===== config.mk =====
export PLATFORM = sky130hd
export DESIGN_NAME = mem_arbiter
export DESIGN_NICKNAME = d
export VERILOG_FILES = /design/src/rtl/mem_arbiter.sv
export SDC_FILE = /design/constraint.sdc
export NUM_CORES = 1
export LEC_CHECK = 0
export BUFFER_PORTS_ARGS = -buffer_cell sky130_fd_sc_hd__buf_2
export CAP_MARGIN = 10
export CORE_MARGIN = 2
export CORE_UTILIZATION = 25
export CTS_CLUSTER_DIAMETER = 200
export DETAILED_ROUTE_END_ITERATION = 10
export PLACE_DENSITY = 0.41
export RECOVER_POWER = 25
export SETUP_SLACK_MARGIN = 0.02
export SLEW_MARGIN = 15
export SYNTH_ARGS = -nofsm -noshare
export SYNTH_HDL_FRONTEND = slang
export SYNTH_SLANG_ARGS = --single-unit

===== constraint.sdc =====
create_clock -name clk_in -period 8.8 [get_ports clk_in]
set_input_delay 0.88 -clock clk_in [delete_from_list [all_inputs] [get_ports clk_in]]
set_output_delay 0.88 -clock clk_in [all_outputs]
set_load 0.005 [all_outputs]

===== src/rtl/mem_arbiter.sv =====
// mem_arbiter: shares the byte-wide RAM port between instruction fetch and
// the load/store buffer. Fetch owns the port by default; an LSB request takes
// it over for a byte-serial load or store of 1, 2 or 4 bytes, and the port is
// handed back so fetch's in-flight byte is valid on its first unstalled cycle.
module mem_arbiter #(
   parameter logic [31:0] IO_BASE = 32'h00030000
) (
   input  logic        clk_in,
   input  logic        rst_in,
   input  logic        rdy_in,
   input  logic        clear,
   input  logic        io_buffer_full,
   input  logic [31:0] if_mem_a,
   input  logic        if_mem_wr,
   input  logic        lsb_req,
   input  logic        lsb_wr,
   input  logic [31:0] lsb_addr,
   input  logic [1:0]  lsb_size,
   input  logic        lsb_signed,
   input  logic [31:0] lsb_wdata,
   input  logic [7:0]  mem_din,
   output logic [31:0] mem_a,
   output logic        mem_wr,
   output logic [7:0]  mem_dout,
   output logic        lsb_busy,
   output logic        lsb_done,
   output logic [31:0] lsb_rdata
);

   typedef enum logic [1:0] {
      S_IDLE   = 2'd0,
      S_READ   = 2'd1,
      S_WRITE  = 2'd2,
      S_REPLAY = 2'd3
   } state_t;

   state_t      r_state;
   logic [31:0] r_addr;
   logic [2:0]  r_n;
   logic        r_signed;
   logic [31:0] r_wdata;
   logic [2:0]  r_cnt;
   logic [31:0] r_buf;
   logic        r_busy;
   logic        r_done;
   logic [31:0] r_rdata;
   logic [7:0]  r_dout;

   logic [31:0] w_addr_cur;
   logic        w_io_stall;
   logic [31:0] w_asm;

   // Number of bytes moved for a given size code.
   function automatic logic [2:0] size_to_n(input logic [1:0] size);
      case (size)
         2'd0:    size_to_n = 3'd1;
         2'd1:    size_to_n = 3'd2;
         default: size_to_n = 3'd4;
      endcase
   endfunction

   // Zero- or sign-extend an assembled load from bit 8n-1.
   function automatic logic [31:0] extend(input logic [31:0] v,
                                          input logic [2:0]  n,
                                          input logic        sgn);
      case (n)
         3'd1:    extend = {{24{sgn & v[7]}}, v[7:0]};
         3'd2:    extend = {{16{sgn & v[15]}}, v[15:0]};
         default: extend = v;
      endcase
   endfunction

   // Select one little-endian byte lane of a word.
   function automatic logic [7:0] lane(input logic [31:0] d, input logic [2:0] idx);
      case (idx)
         3'd0:    lane = d[7:0];
         3'd1:    lane = d[15:8];
         3'd2:    lane = d[23:16];
         default: lane = d[31:24];
      endcase
   endfunction

   assign w_addr_cur = r_addr + {29'd0, r_cnt};
   assign w_io_stall = (r_addr[31:16] == IO_BASE[31:16]) && io_buffer_full;

   // Merge the byte arriving this cycle into lane cnt-1 of the load buffer.
   always_comb begin
      w_asm = r_buf;
      case (r_cnt)
         3'd1:    w_asm[7:0]   = mem_din;
         3'd2:    w_asm[15:8]  = mem_din;
         3'd3:    w_asm[23:16] = mem_din;
         3'd4:    w_asm[31:24] = mem_din;
         default: w_asm = r_buf;
      endcase
   end

   // RAM port mux: fetch by default, arbiter address while moving LSB bytes.
   always_comb begin
      mem_a  = if_mem_a;
      mem_wr = if_mem_wr;
      case (r_state)
         S_IDLE: begin
            mem_a  = if_mem_a;
            mem_wr = if_mem_wr;
         end
         S_READ: begin
            // Once all bytes are requested, present fetch's address so its byte
            // is on mem_din when fetch unfreezes; never read past addr+n-1.
            if (r_cnt < r_n) begin
               mem_a = w_addr_cur;
            end else begin
               mem_a = if_mem_a;
            end
            mem_wr = 1'b0;
         end
         S_WRITE: begin
            mem_a  = w_addr_cur;
            mem_wr = ~w_io_stall;
         end
         S_REPLAY: begin
            mem_a  = if_mem_a;
            mem_wr = 1'b0;
         end
         default: begin
            mem_a  = if_mem_a;
            mem_wr = 1'b0;
         end
      endcase
   end

   // Arbiter FSM: request capture, byte sequencing, completion and handback.
   always_ff @(posedge clk_in or posedge rst_in) begin
      if (rst_in) begin
         r_state  <= S_IDLE;
         r_addr   <= 32'd0;
         r_n      <= 3'd0;
         r_signed <= 1'b0;
         r_wdata  <= 32'd0;
         r_cnt    <= 3'd0;
         r_buf    <= 32'd0;
         r_busy   <= 1'b0;
         r_done   <= 1'b0;
         r_rdata  <= 32'd0;
         r_dout   <= 8'd0;
      end else if (rdy_in) begin
         r_done <= 1'b0;
         case (r_state)
            S_IDLE: begin
               if (lsb_req && !clear) begin
                  r_addr   <= lsb_addr;
                  r_n      <= size_to_n(lsb_size);
                  r_signed <= lsb_signed;
                  r_wdata  <= lsb_wdata;
                  r_cnt    <= 3'd0;
                  r_buf    <= 32'd0;
                  r_busy   <= 1'b1;
                  r_dout   <= lsb_wdata[7:0];
                  r_state  <= lsb_wr ? S_WRITE : S_READ;
               end
            end
            S_READ: begin
               if (clear) begin
                  // Speculative load is dropped; fetch is restarting anyway.
                  r_busy  <= 1'b0;
                  r_cnt   <= 3'd0;
                  r_state <= S_IDLE;
               end else begin
                  if (r_cnt != 3'd0) begin
                     r_buf <= w_asm;
                  end
                  if (r_cnt == r_n) begin
                     r_rdata <= extend(w_asm, r_n, r_signed);
                     r_done  <= 1'b1;
                     r_busy  <= 1'b0;
                     r_state <= S_IDLE;
                  end else begin
                     r_cnt <= r_cnt + 3'd1;
                  end
               end
            end
            S_WRITE: begin
               // Committed stores ignore clear; a full UART buffer holds the byte.
               if (!w_io_stall) begin
                  if (r_cnt == (r_n - 3'd1)) begin
                     r_done  <= 1'b1;
                     r_state <= S_REPLAY;
                  end else begin
                     r_cnt  <= r_cnt + 3'd1;
                     r_dout <= lane(r_wdata, r_cnt + 3'd1);
                  end
               end
            end
            S_REPLAY: begin
               r_busy  <= 1'b0;
               r_state <= S_IDLE;
            end
            default: begin
               r_busy  <= 1'b0;
               r_state <= S_IDLE;
            end
         endcase
      end
   end

   assign mem_dout  = r_dout;
   assign lsb_busy  = r_busy;
   assign lsb_done  = r_done;
   assign lsb_rdata = r_rdata;

endmodule


==> flow_summary_export.csv <==
group,metric,value,unit
clocking,clk_pin_slew,70,ps
global_route,grt_pass1_wl,36200,µm
yosys,ys_ff_latch,147,
routing,ant_nets,0,
worst_setup_path,arrival,2920,ps
sta,period_minus_slack,3798,ps
placed_design,gp_congestion,0.7591,
floorplanning,initial_core_util,25.21,%
pwr,p_seq_share,35.9,%
routing,route.met3.wl,1029,µm
yosys,yosysWarnings,0,
global_route,grt_pass1_vias,6030,
routing,vias,5863,
clocking,cts.repair.resized,0,
yosys,synthTopCellsByArea,"dfrtp_1 48%, mux2_2 9.7%, o2bb2ai_1 6.4%, mux2i_1 4.4%, ha_1 3.3%",
worst_setup_path,crit_path_start,"r_cnt[2]$_DFFE_PP0P_",
pwr,power_frac_comb,40.7,%
worst_setup_path,crit_type,"reg2out",
sta,worst_pin_slew,3920,ps
pwr,switchingPower,1.212,mW
pwr,swShare,37.58,%
worst_setup_path,r2r_start,"r_state[0]$_DFFE_PP0P_",
sta,fmax,263.3,MHz
routing,drtIter0Drc,307,
worst_setup_path,critPathMaxFanout,11,
routing,maxUsedRoutingLayer,"met5",
floorplanning,core-area,30350,µm²
hold_path,min-delay-start,"r_buf[12]$_DFFE_PP0P_",
floorplanning,io_pins,190,
clocking,postCtsHoldBufs,0,
placed_design,dp_hpwl,16720,µm
clocking,post_cts_buffers,0,
sta,finalSetupTns,0,ps
routing,dr.pass1.iters,6,
sta,period_share,43.15,%
sta,whs,488.7,ps
worst_setup_path,startpoint_type,"flip-flop",
sta,hold_viol,0,
hold_path,worstHoldPathType,"reg2reg",
floorplanning,row_count,64,
floorplanning,die_area,32020,µm²
yosys,ys_types,61,
sta,setup_violations,0,
clocking,cts_root_buf,"clkbuf_16",
global_route,grt.total_usage,14.93,%
pwr,clkPwrFrac,23.4,%
worst_setup_path,crit_path_max_incr_delay,750,ps
clocking,clkLatencyLatePin,430,ps
layout,final_cell_mix,"182 x buf_2, 147 x dfrtp_1, 66 x mux2_2",
floorplanning,die_w,178.9,µm
layout,area.growth.synth_to_final,25.33,%
worst_setup_path,crit_family,"compound AO/OA/AOI/OAI gates",
outcome,failed_checks,"max-capacitance violations, max-slew violations",
yosys,syn_avg_cell_area,11.73,µm²
worst_setup_path,worst_setup_path_end_kind,"output port",
layout,fin_nets,966,
global_route,grt-ovfl-total,0,
layout,diodes,0,
routing,wl,23310,µm
sta,setup_ws,5002,ps
layout,final_common_cell,"buf_2",
worst_setup_path,slowest_stage,"a211oi_2",
routing,met1_length,11220,µm
run,cap_violations,1,
placed_design,place_ws,5390,ps
yosys,synthCells,652,
routing,viasPerCell,4.732,
pwr,ir_drop,139.7,µV
yosys,synth_seq_area_share,48.08,%
global_route,antenna_found_initial,2,
yosys,synth_area,7651,µm²
sta,finClkSkew,15.28,ps
routing,wl_met2,10840,µm
layout,final_cells,1239,
sta,drv_slew,84,
routing,drc_errors,0,
layout,drive_gt1_share,36.06,%
pwr,powerDensity,336.3,nW/µm²
routing,wire_per_inst,18.81,µm
yosys,synthesis.nets,788,
global_route,grt_max_degree,84,
clocking,htreeDepth,4,
worst_setup_path,crit_required,7920,ps
worst_setup_path,cp_cell_sequence,"ha_1 > a21oi_1 > a211oi_2 > nand4_1 > xor2_1 > o2bb2ai_1 > buf_2",
yosys,synth_top_cell_by_area,"dfrtp_1",
pwr,p_int,2.013,mW
clocking,numCtsBuffers,17,
yosys,synthArstFlopShare,100.0,%
placed_design,io_buffers,189,
sta,rsz0062_at_grt,"false",
layout,fill_cells,3127,
yosys,yosysTopAreaCellShare,48.08,%
clocking,cts_tree,"yes",
placed_design,placed_cells,1207,
sta,slew-limit-headroom,-162.8,%
yosys,synth-edff-count,0,
clocking,clockBufferDepth,2,
clocking,cts_sinks,147,
pwr,cellLeakagePower,4.430,nW
pwr,finalPower,3.225,mW
worst_setup_path,crit_buf_inv,1,
floorplanning,fp.dieH,178.9,µm
outcome,status,"complete, but fails checks",
yosys,ys.flop_type,"dfrtp_1",
==> cells in the mapped netlist (all sizes together), types with 8 or more instances <==
cell,count
dfrtp,147
mux2,68
o2bb2ai,56
nor2,43
mux2i,35
clkbuf,27
nand2,27
xor2,25
o22a,24
ha,20
o21ai,17
inv,16
nand3,16
a22o,14
nand4,14
a21oi,11
buf,11
a32o,8
and3,8
==> logic make-up (layout without fill, tap and decap cells) <==
logic type / after synthesis / count (layout) / share of synthesized area, %
AOI/OAI and AO/OA: 160 / 160 / 17.29
xor gates and xnor gates: 32 / 32 / 3.843
adders and majority gates: 21 / 21 / 3.532
buffers and inverters: 54 / 245 / 3.156
DFF: 147 / 147 / 48.08
muxes: 103 / 103 / 14.85
and+or+nand+nor: 135 / 135 / 9.256
==> flip-flops by register name, indices dropped and copies added (netlist names), 2 cells and up <==
register and cells:
lsb_rdata 32, mem_dout 8, r_state 2, r_n 3, r_addr 32, r_buf 32, r_wdata 32, r_cnt 3
==> per-stage QoR <==
stage,cell area (µm²),util (%)
6_report,9589,31.60
5_1_grt,9589,31.60
4_1_cts,9602,31.64
3_5_place_dp,9001,29.66
3_3_place_gp,9001,29.66
2_1_floorplan,7651,-
==> routing by layer <==
layer | global-route usage, % | up-vias
met5 | 0 | -
met4 | 3.557 | 4
met3 | 3.159 | 12
met2 | 23.75 | 134
met1 | 20.67 | 2906
li1 | - | 2807
==> path summary, 6_finish.rpt <==
| kind | endpoint | cells past startpoint | slack [ps] |
|---|---|---|---|
| max reg2reg | r_buf[20]$_DFFE_PP0P_ | 6 | 5800 |
| min | r_buf[12]$_DFFE_PP0P_ | 1 | 490 |
| min reg2reg | r_buf[12]$_DFFE_PP0P_ | 1 | 490 |
| max | mem_a[27] | 7 | 5000 |
| max in group asynchronous | r_wdata[18]$_DFFE_PP0P_ | 3 | 5020 |
| min in group asynchronous | lsb_rdata[22]$_DFFE_PP0P_ | 2 | 1600 |
==> power by group through the flow <==
stage	registers, mW	logic, mW	clock network, mW
floorplan	1.11	0.851	0
global placement	1.17	1.34	0
detailed placement	1.17	1.34	0
CTS	1.16	1.34	0.778
global route	1.20	1.46	0.808
finish	1.16	1.31	0.753
==> area by class of cell <==
class,count,area (µm²),share of cell area (%)
flip-flops and latches,147,3679,38.36
multi-input cells,451,3756,39.17
repair buffers,197,997.2,10.40
inverters,16,61.31,0.6394
clock buffers,19,452.9,4.723
well taps,396,495.5,5.167
clock inverters,13,147.6,1.540
Note: power is estimated with default switching activity, not from simulation.
